<file path="config.mk">
export PLATFORM = sky130hd
export DESIGN_NAME = seg7_scan_decoder
export DESIGN_NICKNAME = d
export VERILOG_FILES = /design/src/rtl/seg7_scan_decoder.sv
export SDC_FILE = /design/constraint.sdc
export NUM_CORES = 1
export LEC_CHECK = 0
export ABC_CLOCK_PERIOD_IN_PS = 2520
export CAP_MARGIN = 20
export CELL_PAD_IN_SITES_DETAIL_PLACEMENT = 0
export CELL_PAD_IN_SITES_GLOBAL_PLACEMENT = 2
export CORE_MARGIN = 4
export CORE_UTILIZATION = 35
export CTS_CLUSTER_SIZE = 12
export DETAILED_ROUTE_END_ITERATION = 12
export DONT_BUFFER_PORTS = 1
export GPL_TIMING_DRIVEN = 1
export PLACE_DENSITY_LB_ADDON = 0.2
export SYNTH_ARGS = -nofsm -noshare
export SYNTH_HDL_FRONTEND = slang
export SYNTH_SLANG_ARGS = --single-unit
</file>
<file path="constraint.sdc">
create_clock -name clk -period 2.52 [get_ports clk]
set_clock_uncertainty 0.2 [all_clocks]
set_input_delay 0.252 -clock clk [delete_from_list [all_inputs] [get_ports clk]]
set_output_delay 0.252 -clock clk [all_outputs]
set_load 0.005 [all_outputs]
</file>
<file path="src/rtl/seg7_scan_decoder.sv">
// Recovers hex digits from a multiplexed seven-segment scan (hex/dp/an loopback).
// Define SEG7_DEC_ERRCNT_EN to build the saturating illegal-glyph counter.
module seg7_scan_decoder #(
    parameter int DIGITS        = 8,
    parameter int SETTLE_CYCLES = 4
) (
    input  logic                clk,
    input  logic                reset,
    input  logic [6:0]          hex_i,
    input  logic                dp_i,
    input  logic [DIGITS-1:0]   an_i,
    output logic [4*DIGITS-1:0] digits_o,
    output logic [DIGITS-1:0]   dp_o,
    output logic [DIGITS-1:0]   valid_o,
    output logic                frame_o,
    output logic                err_o,
    output logic [7:0]          err_cnt_o,
    output logic [1:0]          state_o
);

    localparam int IDXW = (DIGITS > 1) ? $clog2(DIGITS) : 1;
    localparam logic [8:0] SETTLE_W = 9'(SETTLE_CYCLES);

    typedef enum logic [1:0] {IDLE = 2'd0, SETTLE = 2'd1, HOLD = 2'd2} state_t;

    state_t              state;
    logic [6:0]          hex_s, ref_hex;
    logic                dp_s, ref_dp;
    logic [DIGITS-1:0]   an_s, ref_an;
    logic [7:0]          cnt;
    logic [DIGITS-1:0]   seen;
    logic [4*DIGITS-1:0] sh_dig;
    logic [DIGITS-1:0]   sh_dp, sh_val;

    logic [DIGITS-1:0]   low;
    logic                one_low;
    logic [IDXW-1:0]     idx;
    logic [3:0]          nib;
    logic                nib_ok;
    logic                match, an_changed, load, cap;
    logic [8:0]          cnt_next;
    logic [DIGITS-1:0]   cap_bit;

    always_comb begin
        nib    = 4'h0;
        nib_ok = 1'b1;
        case (hex_s)
            7'h40: nib = 4'h0;
            7'h79: nib = 4'h1;
            7'h24: nib = 4'h2;
            7'h30: nib = 4'h3;
            7'h19: nib = 4'h4;
            7'h12: nib = 4'h5;
            7'h02: nib = 4'h6;
            7'h78: nib = 4'h7;
            7'h00: nib = 4'h8;
            7'h10: nib = 4'h9;
            7'h08: nib = 4'hA;
            7'h03: nib = 4'hB;
            7'h46: nib = 4'hC;
            7'h21: nib = 4'hD;
            7'h06: nib = 4'hE;
            7'h0E: nib = 4'hF;
            default: nib_ok = 1'b0;
        endcase
    end

    // Exactly one active-low anode; blanking and ghosting both fail this test.
    always_comb begin
        low     = ~an_s;
        one_low = (low != '0) && ((low & (low - DIGITS'(1))) == '0);
        idx     = '0;
        for (int k = 0; k < DIGITS; k++) begin
            if (low[k]) idx = IDXW'(k);
        end
    end

    assign match      = (hex_s == ref_hex) && (dp_s == ref_dp) && (an_s == ref_an);
    assign an_changed = (an_s != ref_an);
    assign cnt_next   = {1'b0, cnt} + 9'd1;
    assign load       = one_low && ((state == IDLE) ||
                                    (state == HOLD && an_changed) ||
                                    (state == SETTLE && !match));
    // load counts as the first stable sample, so a one-cycle settle captures immediately.
    assign cap        = (load && (SETTLE_CYCLES == 1)) ||
                        (state == SETTLE && match && cnt_next >= SETTLE_W);
    assign cap_bit    = DIGITS'(1) << idx;
    assign state_o    = state;

    always_ff @(posedge clk) begin
        if (reset) begin
            state    <= IDLE;
            hex_s    <= '0;
            dp_s     <= 1'b1;
            an_s     <= '1;
            ref_hex  <= '0;
            ref_dp   <= 1'b1;
            ref_an   <= '1;
            cnt      <= '0;
            seen     <= '0;
            sh_dig   <= '0;
            sh_dp    <= '0;
            sh_val   <= '0;
            digits_o <= '0;
            dp_o     <= '0;
            valid_o  <= '0;
            frame_o  <= 1'b0;
            err_o    <= 1'b0;
        end else begin
            hex_s   <= hex_i;
            dp_s    <= dp_i;
            an_s    <= an_i;
            frame_o <= 1'b0;
            err_o   <= 1'b0;

            if (load) begin
                ref_hex <= hex_s;
                ref_dp  <= dp_s;
                ref_an  <= an_s;
                cnt     <= 8'd1;
                state   <= cap ? HOLD : SETTLE;
            end else begin
                case (state)
                    IDLE: cnt <= '0;
                    SETTLE: begin
                        if (!match) begin
                            state <= IDLE;
                            cnt   <= '0;
                        end else if (cap) begin
                            state <= HOLD;
                        end else begin
                            cnt <= cnt_next[7:0];
                        end
                    end
                    HOLD: begin
                        if (an_changed) begin
                            state <= IDLE;
                            cnt   <= '0;
                        end
                    end
                    default: state <= IDLE;
                endcase
            end

            if (cap) begin
                sh_dig[4*idx +: 4] <= nib;
                sh_dp[idx]         <= ~dp_s;
                sh_val[idx]        <= nib_ok;
                err_o              <= ~nib_ok;
            end

            // Publish reads the shadow before this cycle's capture lands in it.
            if (&seen) begin
                digits_o <= sh_dig;
                dp_o     <= sh_dp;
                valid_o  <= sh_val;
                frame_o  <= 1'b1;
                seen     <= cap ? cap_bit : '0;
            end else if (cap) begin
                seen <= seen | cap_bit;
            end
        end
    end

`ifdef SEG7_DEC_ERRCNT_EN
    logic [7:0] err_cnt;

    always_ff @(posedge clk) begin
        if (reset) begin
            err_cnt <= '0;
        end else if (err_o && err_cnt != 8'hFF) begin
            err_cnt <= err_cnt + 8'd1;
        end
    end

    assign err_cnt_o = err_cnt;
`else
    assign err_cnt_o = '0;
`endif

endmodule
</file>
### After elaboration in Yosys (flattened, before gate mapping)

Index checks and enable logic that the tools add are counted.

| operators by class | value |
|---|---|
| add/subtract/negate cells | 3 |
| magnitude comparators | 3 |
| eq/ne operators | 27 |
| shifts and indexed selects | 3 |
| mux-type cells | 29 |
| bitwise operators | 6 |
| reduce and logical (&&, ||, !) cells | 26 |

Operators by type and width:

| cell | number |
|---|---|
| one-hot mux 4 bit (15 select lines) | 1 |
| 2-to-1 mux 8 bit | 6 |
| negator 5 -> 34 bit | 1 |
| variable shift 4 x 34 -> 32 bit, first input constant | 1 |
| variable part select 4 x 34 -> 32 bit | 1 |
| bitwise mux 32 bit | 1 |
| == test 7 bit, second input constant | 4 |
| one-hot mux 8 bit (3 select lines) | 1 |
| == test 7 x 5 -> 1 bit, second input constant | 3 |
| == test 7 x 6 -> 1 bit, second input constant | 3 |
| 2-to-1 mux 3 bit | 6 |
| bitwise mux 8 bit | 2 |
| OR reduction 16 bit | 1 |
| == test 7 x 2 -> 1 bit, second input constant | 2 |
| == test 7 x 4 -> 1 bit, second input constant | 2 |
| 2-to-1 mux 2 bit | 5 |
| adder 8 x 1 -> 9 bit, second input constant | 1 |
| greater-or-equal comparator 9 x 3 -> 1 bit, second input constant | 1 |
| logical AND 1 bit | 9 |
| AND reduction 3 bit | 3 |
| AND 8 bit | 1 |
| == test 8 bit | 1 |
| logical NOT 8 bit | 1 |
| inequality test 4 bit, second input constant | 2 |
| 28 further kinds | 38 |

| word-level totals | value |
|---|---|
| register bits | 148 |
| input port bits | 18 |
| output and inout bits | 60 |
| logic and storage cells | 115 |

### Logic depth before layout (Yosys ltp)

| depth | value |
|---|---|
| depth after elaboration | 13 |
| mapped depth | 13 |
| depth with buffers taken out | 11 |

### Worst setup path before layout

No wires, ideal clock.

| path | value |
|---|---|
| path type | register to register |
| start | register an_s[7] |
| end | register sh_dig[0] |
| library setup time | 0.128 ns |
| arrival | 2.428 ns |
| data required time | 2.192 ns |
| path slack | -0.235 ns |
| stages on the path, launching flop included | 13 |
| path buffers | 2 |
| period minus slack after synthesis | 2.755 ns |
| path through | dfxtp_1 buf_6 clkbuf_1 nand2_1 a31o_2 inv_1 ha_1 ha_1 nor2b_1 and4_1 nand4_1 mux2i_1 nor2_1 |

| on the way | value |
|---|---|
| longest elaborated chain between the ends | 5 |
| elaborated cells between the ends (all ways) | 10 |
| those cells by class | add/sub: 1; eq/ne: 1; shift: 2; mux: 2; bitwise: 1; reduce/logical: 3 |

Ends and longest elaborated chain:

| element | line | RTL |
|---|---|---|
| start: declaration | 29 | `logic [DIGITS-1:0] an_s, ref_an;` |
| start signal: assignment | 112 | `an_s <= an_i;` |
| NOT 8 bit | 70 | `low = ~an_s;` |
| 2-to-1 mux 3 bit | 74 | `if (low[k]) idx = IDXW'(k);` |
| negator 5 -> 34 bit | 146 | `sh_dig[4*idx +: 4] <= nib;` |
| variable part select 4 x 34 -> 32 bit / variable shift 4 x 34 -> 32 bit (equally long branches) | 146 |  |
| bitwise mux 32 bit | 146 |  |
| end signal: indexed assignment | 146 |  |
| end: declaration | 32 | `logic [4*DIGITS-1:0] sh_dig;` |

Several ways; a longest one is shown, not always the timed one.
A chain may end at the register's enable or synchronous reset.

### Final worst setup path

| path | value |
|---|---|
| start | register cnt[1] |
| end | register sh_dp[0] |

| on the way | value |
|---|---|
| longest elaborated chain between the ends | 3 |

Ends and longest elaborated chain:

| element | line | RTL |
|---|---|---|
| start: declaration | 30 | `logic [7:0] cnt;` |
| start signal: assignment | 132 | `cnt <= cnt_next[7:0];` |
| adder 8 x 1 -> 9 bit | 80 | `assign cnt_next = {1'b0, cnt} + 9'd1;` |
| greater-or-equal comparator 9 x 3 -> 1 bit | 86 | `(state == SETTLE && match && cnt_next >= SETTLE_W);` |
| logical AND 1 bit | 86 |  |
| end signal: indexed assignment | 147 | `sh_dp[idx] <= ~dp_s;` |
| end: declaration | 33 | `logic [DIGITS-1:0] sh_dp, sh_val;` |

No other way between the ends.

==> flow_summary_export.csv <==
group,metric,value,unit
global_routing,met2_usage,0.2861,
yosys,synthAdderAreaFrac,0.01733,
final_layout,mostFrequentLayoutCell,"nand2_1",
hold_path,hold_class,"input pin to register",
floorplan,die_w,144.3,um
final_layout,fill_cells,1755,
yosys,synthXorXnorAreaFrac,0.02984,
outcome,outcome,"finished, final reports clean",
drt,postRouteAntennaNets,0,
yosys,synth_cell_types,68,
global_routing,grt_max_degree,111,
sta,fmax,416.6,MHz
sta,finalHoldViolations,0,
yosys,async_reset_ff_frac,0,
critical_path,critPathCaptureType,"register",
clocking,cts_made_buffers,17,
final_layout,final_net_count,818,
clocking,cts_tree,"done",
global_routing,busiest_layer,"met2",
place,io_buffers,0,
drt,via_count,5359,
critical_path,cp.required,2.65,ns
final_layout,layout.cells.non_filler,1033,
yosys,syn_area,6499,sq um
power_and_ir_drop,power.leakage,3.045,nW
final_layout,seq_area,2973,sq um
sta,min_period_over_period,0.9524,
floorplan,core_area,18090,sq um
sta,relSlewSlack,0.6490,
global_routing,grt_pass1_vias,5319,
yosys,synth_warnings,0,
final_layout,n_antenna_cell,0,
critical_path,startpoint_type,"register",
floorplan,num_rows,49,
yosys,synth_edf_count,0,
floorplan,initial_core_util,0.3593,
global_routing,grt_use_met3,0.03604,
yosys,yosys-mux-area-fraction,0.06007,
drt,drc_errors,0,
clocking,cts_buffer_depth,2,
drt,viasPerCell,5.188,
floorplan,io_pins,78,
drt,drt-initial-drc-count,285,
clocking,clk-insertion-delay-late,0.42,ns
final_layout,drive_gt1_frac,0.1928,
power_and_ir_drop,p_per_area,688.0,nW/um^2
final_layout,final_cell_mix,"150 x nand2_1, 142 x dfxtp_1, 66 x a21oi_1",
place,gp_congestion,0.8312,
clocking,root_buffer,"clkbuf_16",
critical_path,arrival,2.53,ns
global_routing,track_usage,0.1669,
clocking,path_clk_slew,0.06,ns
drt,avgRoutedWirePerCell,16.21,um
final_layout,area_growth,22.80,%
critical_path,crit_path_max_fanout,8,
yosys,synth-seq-cells,148,
yosys,synth_flop_cell,"dfxtp_1",
sta,finalSetupViolCount,0,
yosys,synth_area_per_cell,8.806,sq um
hold_path,holdPathStages,3,
global_routing,antenna_found_initial,0,
sta,fin_crit,2.400,ns
sta,tightest_slew,0.5257,ns
place,preCtsSetupSlack,-0.1074,ns
sta,drv_slew,0,
place,place_inst,973,
global_routing,gr-total-overflow,0,
place,dp_hpwl,11730,um
yosys,yosys.area_share.simple,0.2355,
sta,rsz0062_at_grt,"true",
power_and_ir_drop,vdd_drop_max,417.2,uV
clocking,cts.htree.levels,4,
yosys,postSynthCellCount,738,
drt,totalWireLength,16740,um
critical_path,rrSetupSlack,0.12,ns
floorplan,die_height,144.3,um
sta,setup_slack,0.1198,ns
critical_path,crit_type,"register to register",
drt,drt-pass1-iter-count,4,
job,drv_cap,0,
global_routing,grt_util_met1,0.2029,
floorplan,fp.dieArea,20810,sq um
yosys,yosysSeqAreaShare,0.4559,
critical_path,reg2reg_depth,8,
final_layout,multi_input_area,3282,sq um
clocking,cts_sinks,148,
global_routing,grt_first_pass_wirelength,27350,um
yosys,synth_top_family_by_area,"simple AND/OR/NAND/NOR gates",
yosys,synth_compound_area_frac,0.1419,
==> kinds of logic (layout without fill, tap and decap cells) <==
| family | count (synthesis) | after routing |
|---|---|---|
| AOI/OAI and AO/OA | 143 | 143 |
| xor gates and xnor gates | 17 | 17 |
| adders and majority gates | 9 | 9 |
| buffers and inverters | 74 | 133 |
| DFF | 148 | 148 |
| muxes | 39 | 39 |
| other | 1 | 8 |
| and+or+nand+nor | 307 | 307 |
==> layout make-up <==
| class | count | share of cell area |
|---|---|---|
| Multi-Input combinational cell | 523 | 0.4113 |
| Sequential cell | 148 | 0.3725 |
| Timing Repair Buffer | 85 | 0.09721 |
| Clock buffer | 20 | 0.05597 |
| Tap cell | 229 | 0.03590 |
| Clock inverter | 12 | 0.01960 |
| Inverter | 16 | 0.007526 |
==> stage by stage <==
stage	setup TNS, ns	hold WS [ns]	cell area [sq um]	total power, mW	util
3_3_place_gp	-0.1504	0.1315	6999	2.882	0.3870
2_1_floorplan	0	0.1558	6554	2.767	-
6_report	0	0.02520	7980	5.491	0.4412
3_5_place_dp	-0.6240	0.1339	6999	2.886	0.3870
5_1_grt	-0.06399	0.03994	7980	5.725	0.4412
4_1_cts	0	0.01210	7886	5.537	0.4360
==> critical path, cell delays in order (launching register included) <==
cell and delay [ns]:
dfxtp_1 0.37, ha_1 0.24, nor4bb_1 0.36, o221a_2 0.45
nor4_4 0.06, buf_4 0.18, buf_4 0.15, and3_1 0.16
nor3_1 0.16
==> flip-flops by register name, summed over array words and instances (netlist names), 2 cells and up <==
| name | flops |
|---|---|
| an_s | 8 |
| cnt | 8 |
| digits_o | 32 |
| dp_o | 8 |
| hex_s | 7 |
| ref_an | 8 |
| ref_hex | 7 |
| seen | 8 |
| sh_dig | 32 |
| sh_dp | 8 |
| sh_val | 8 |
| state_o | 2 |
| valid_o | 8 |
==> layer usage <==
layer | share of wire | wire length [um]
met5 | 0 | 0
met4 | 0.024 | 397
met3 | 0.037 | 621
met2 | 0.50 | 8398
met1 | 0.44 | 7324
==> timing repair <==
action,in CTS,in global routing
hold buffers,23,0
pin swaps,1,4
buffers inserted,2,2
endpoints found under the setup margin,18,63
resized for setup,4,17
hold endpoints to repair,120,0
==> synth_stat cells, types with 7 or more instances <==
| library cell | count | area share |
|---|---|---|
| mux2i_1 | 39 | 0.060 |
| nor3_1 | 8 | 0.0062 |
| nand2b_1 | 7 | 0.0067 |
| or2_2 | 11 | 0.011 |
| nand4_1 | 13 | 0.013 |
| a32oi_1 | 7 | 0.0094 |
| nor2_1 | 41 | 0.024 |
| a21oi_1 | 66 | 0.051 |
| and2_1 | 8 | 0.0077 |
| a311oi_1 | 12 | 0.016 |
| ha_1 | 9 | 0.017 |
| nand3_1 | 15 | 0.012 |
| o21ai_0 | 16 | 0.012 |
| nor2b_1 | 12 | 0.012 |
| buf_6 | 7 | 0.012 |
| clkbuf_1 | 28 | 0.016 |
| inv_1 | 15 | 0.0087 |
| dfxtp_1 | 148 | 0.46 |
| nand2_1 | 150 | 0.087 |
| buf_4 | 12 | 0.014 |
| xnor2_1 | 11 | 0.015 |
| a31o_2 | 9 | 0.012 |
==> report_power, final <==
part           internal (mW)  switching (mW)  total (mW)
logic                  0.227           0.273       0.500
clock network           1.58            1.00        2.59
registers               2.37          0.0315        2.40
==> worst paths after layout <==
path | startpoint | endpoint
worst max-delay path | cnt[1] | sh_dp[0]
worst min-delay path | reset | sh_val[7]
worst max register to register | cnt[1] | sh_dp[0]
worst min register to register | sh_dp[5] | dp_o[5]
No activity file was read; power rests on OpenSTA's default activity.
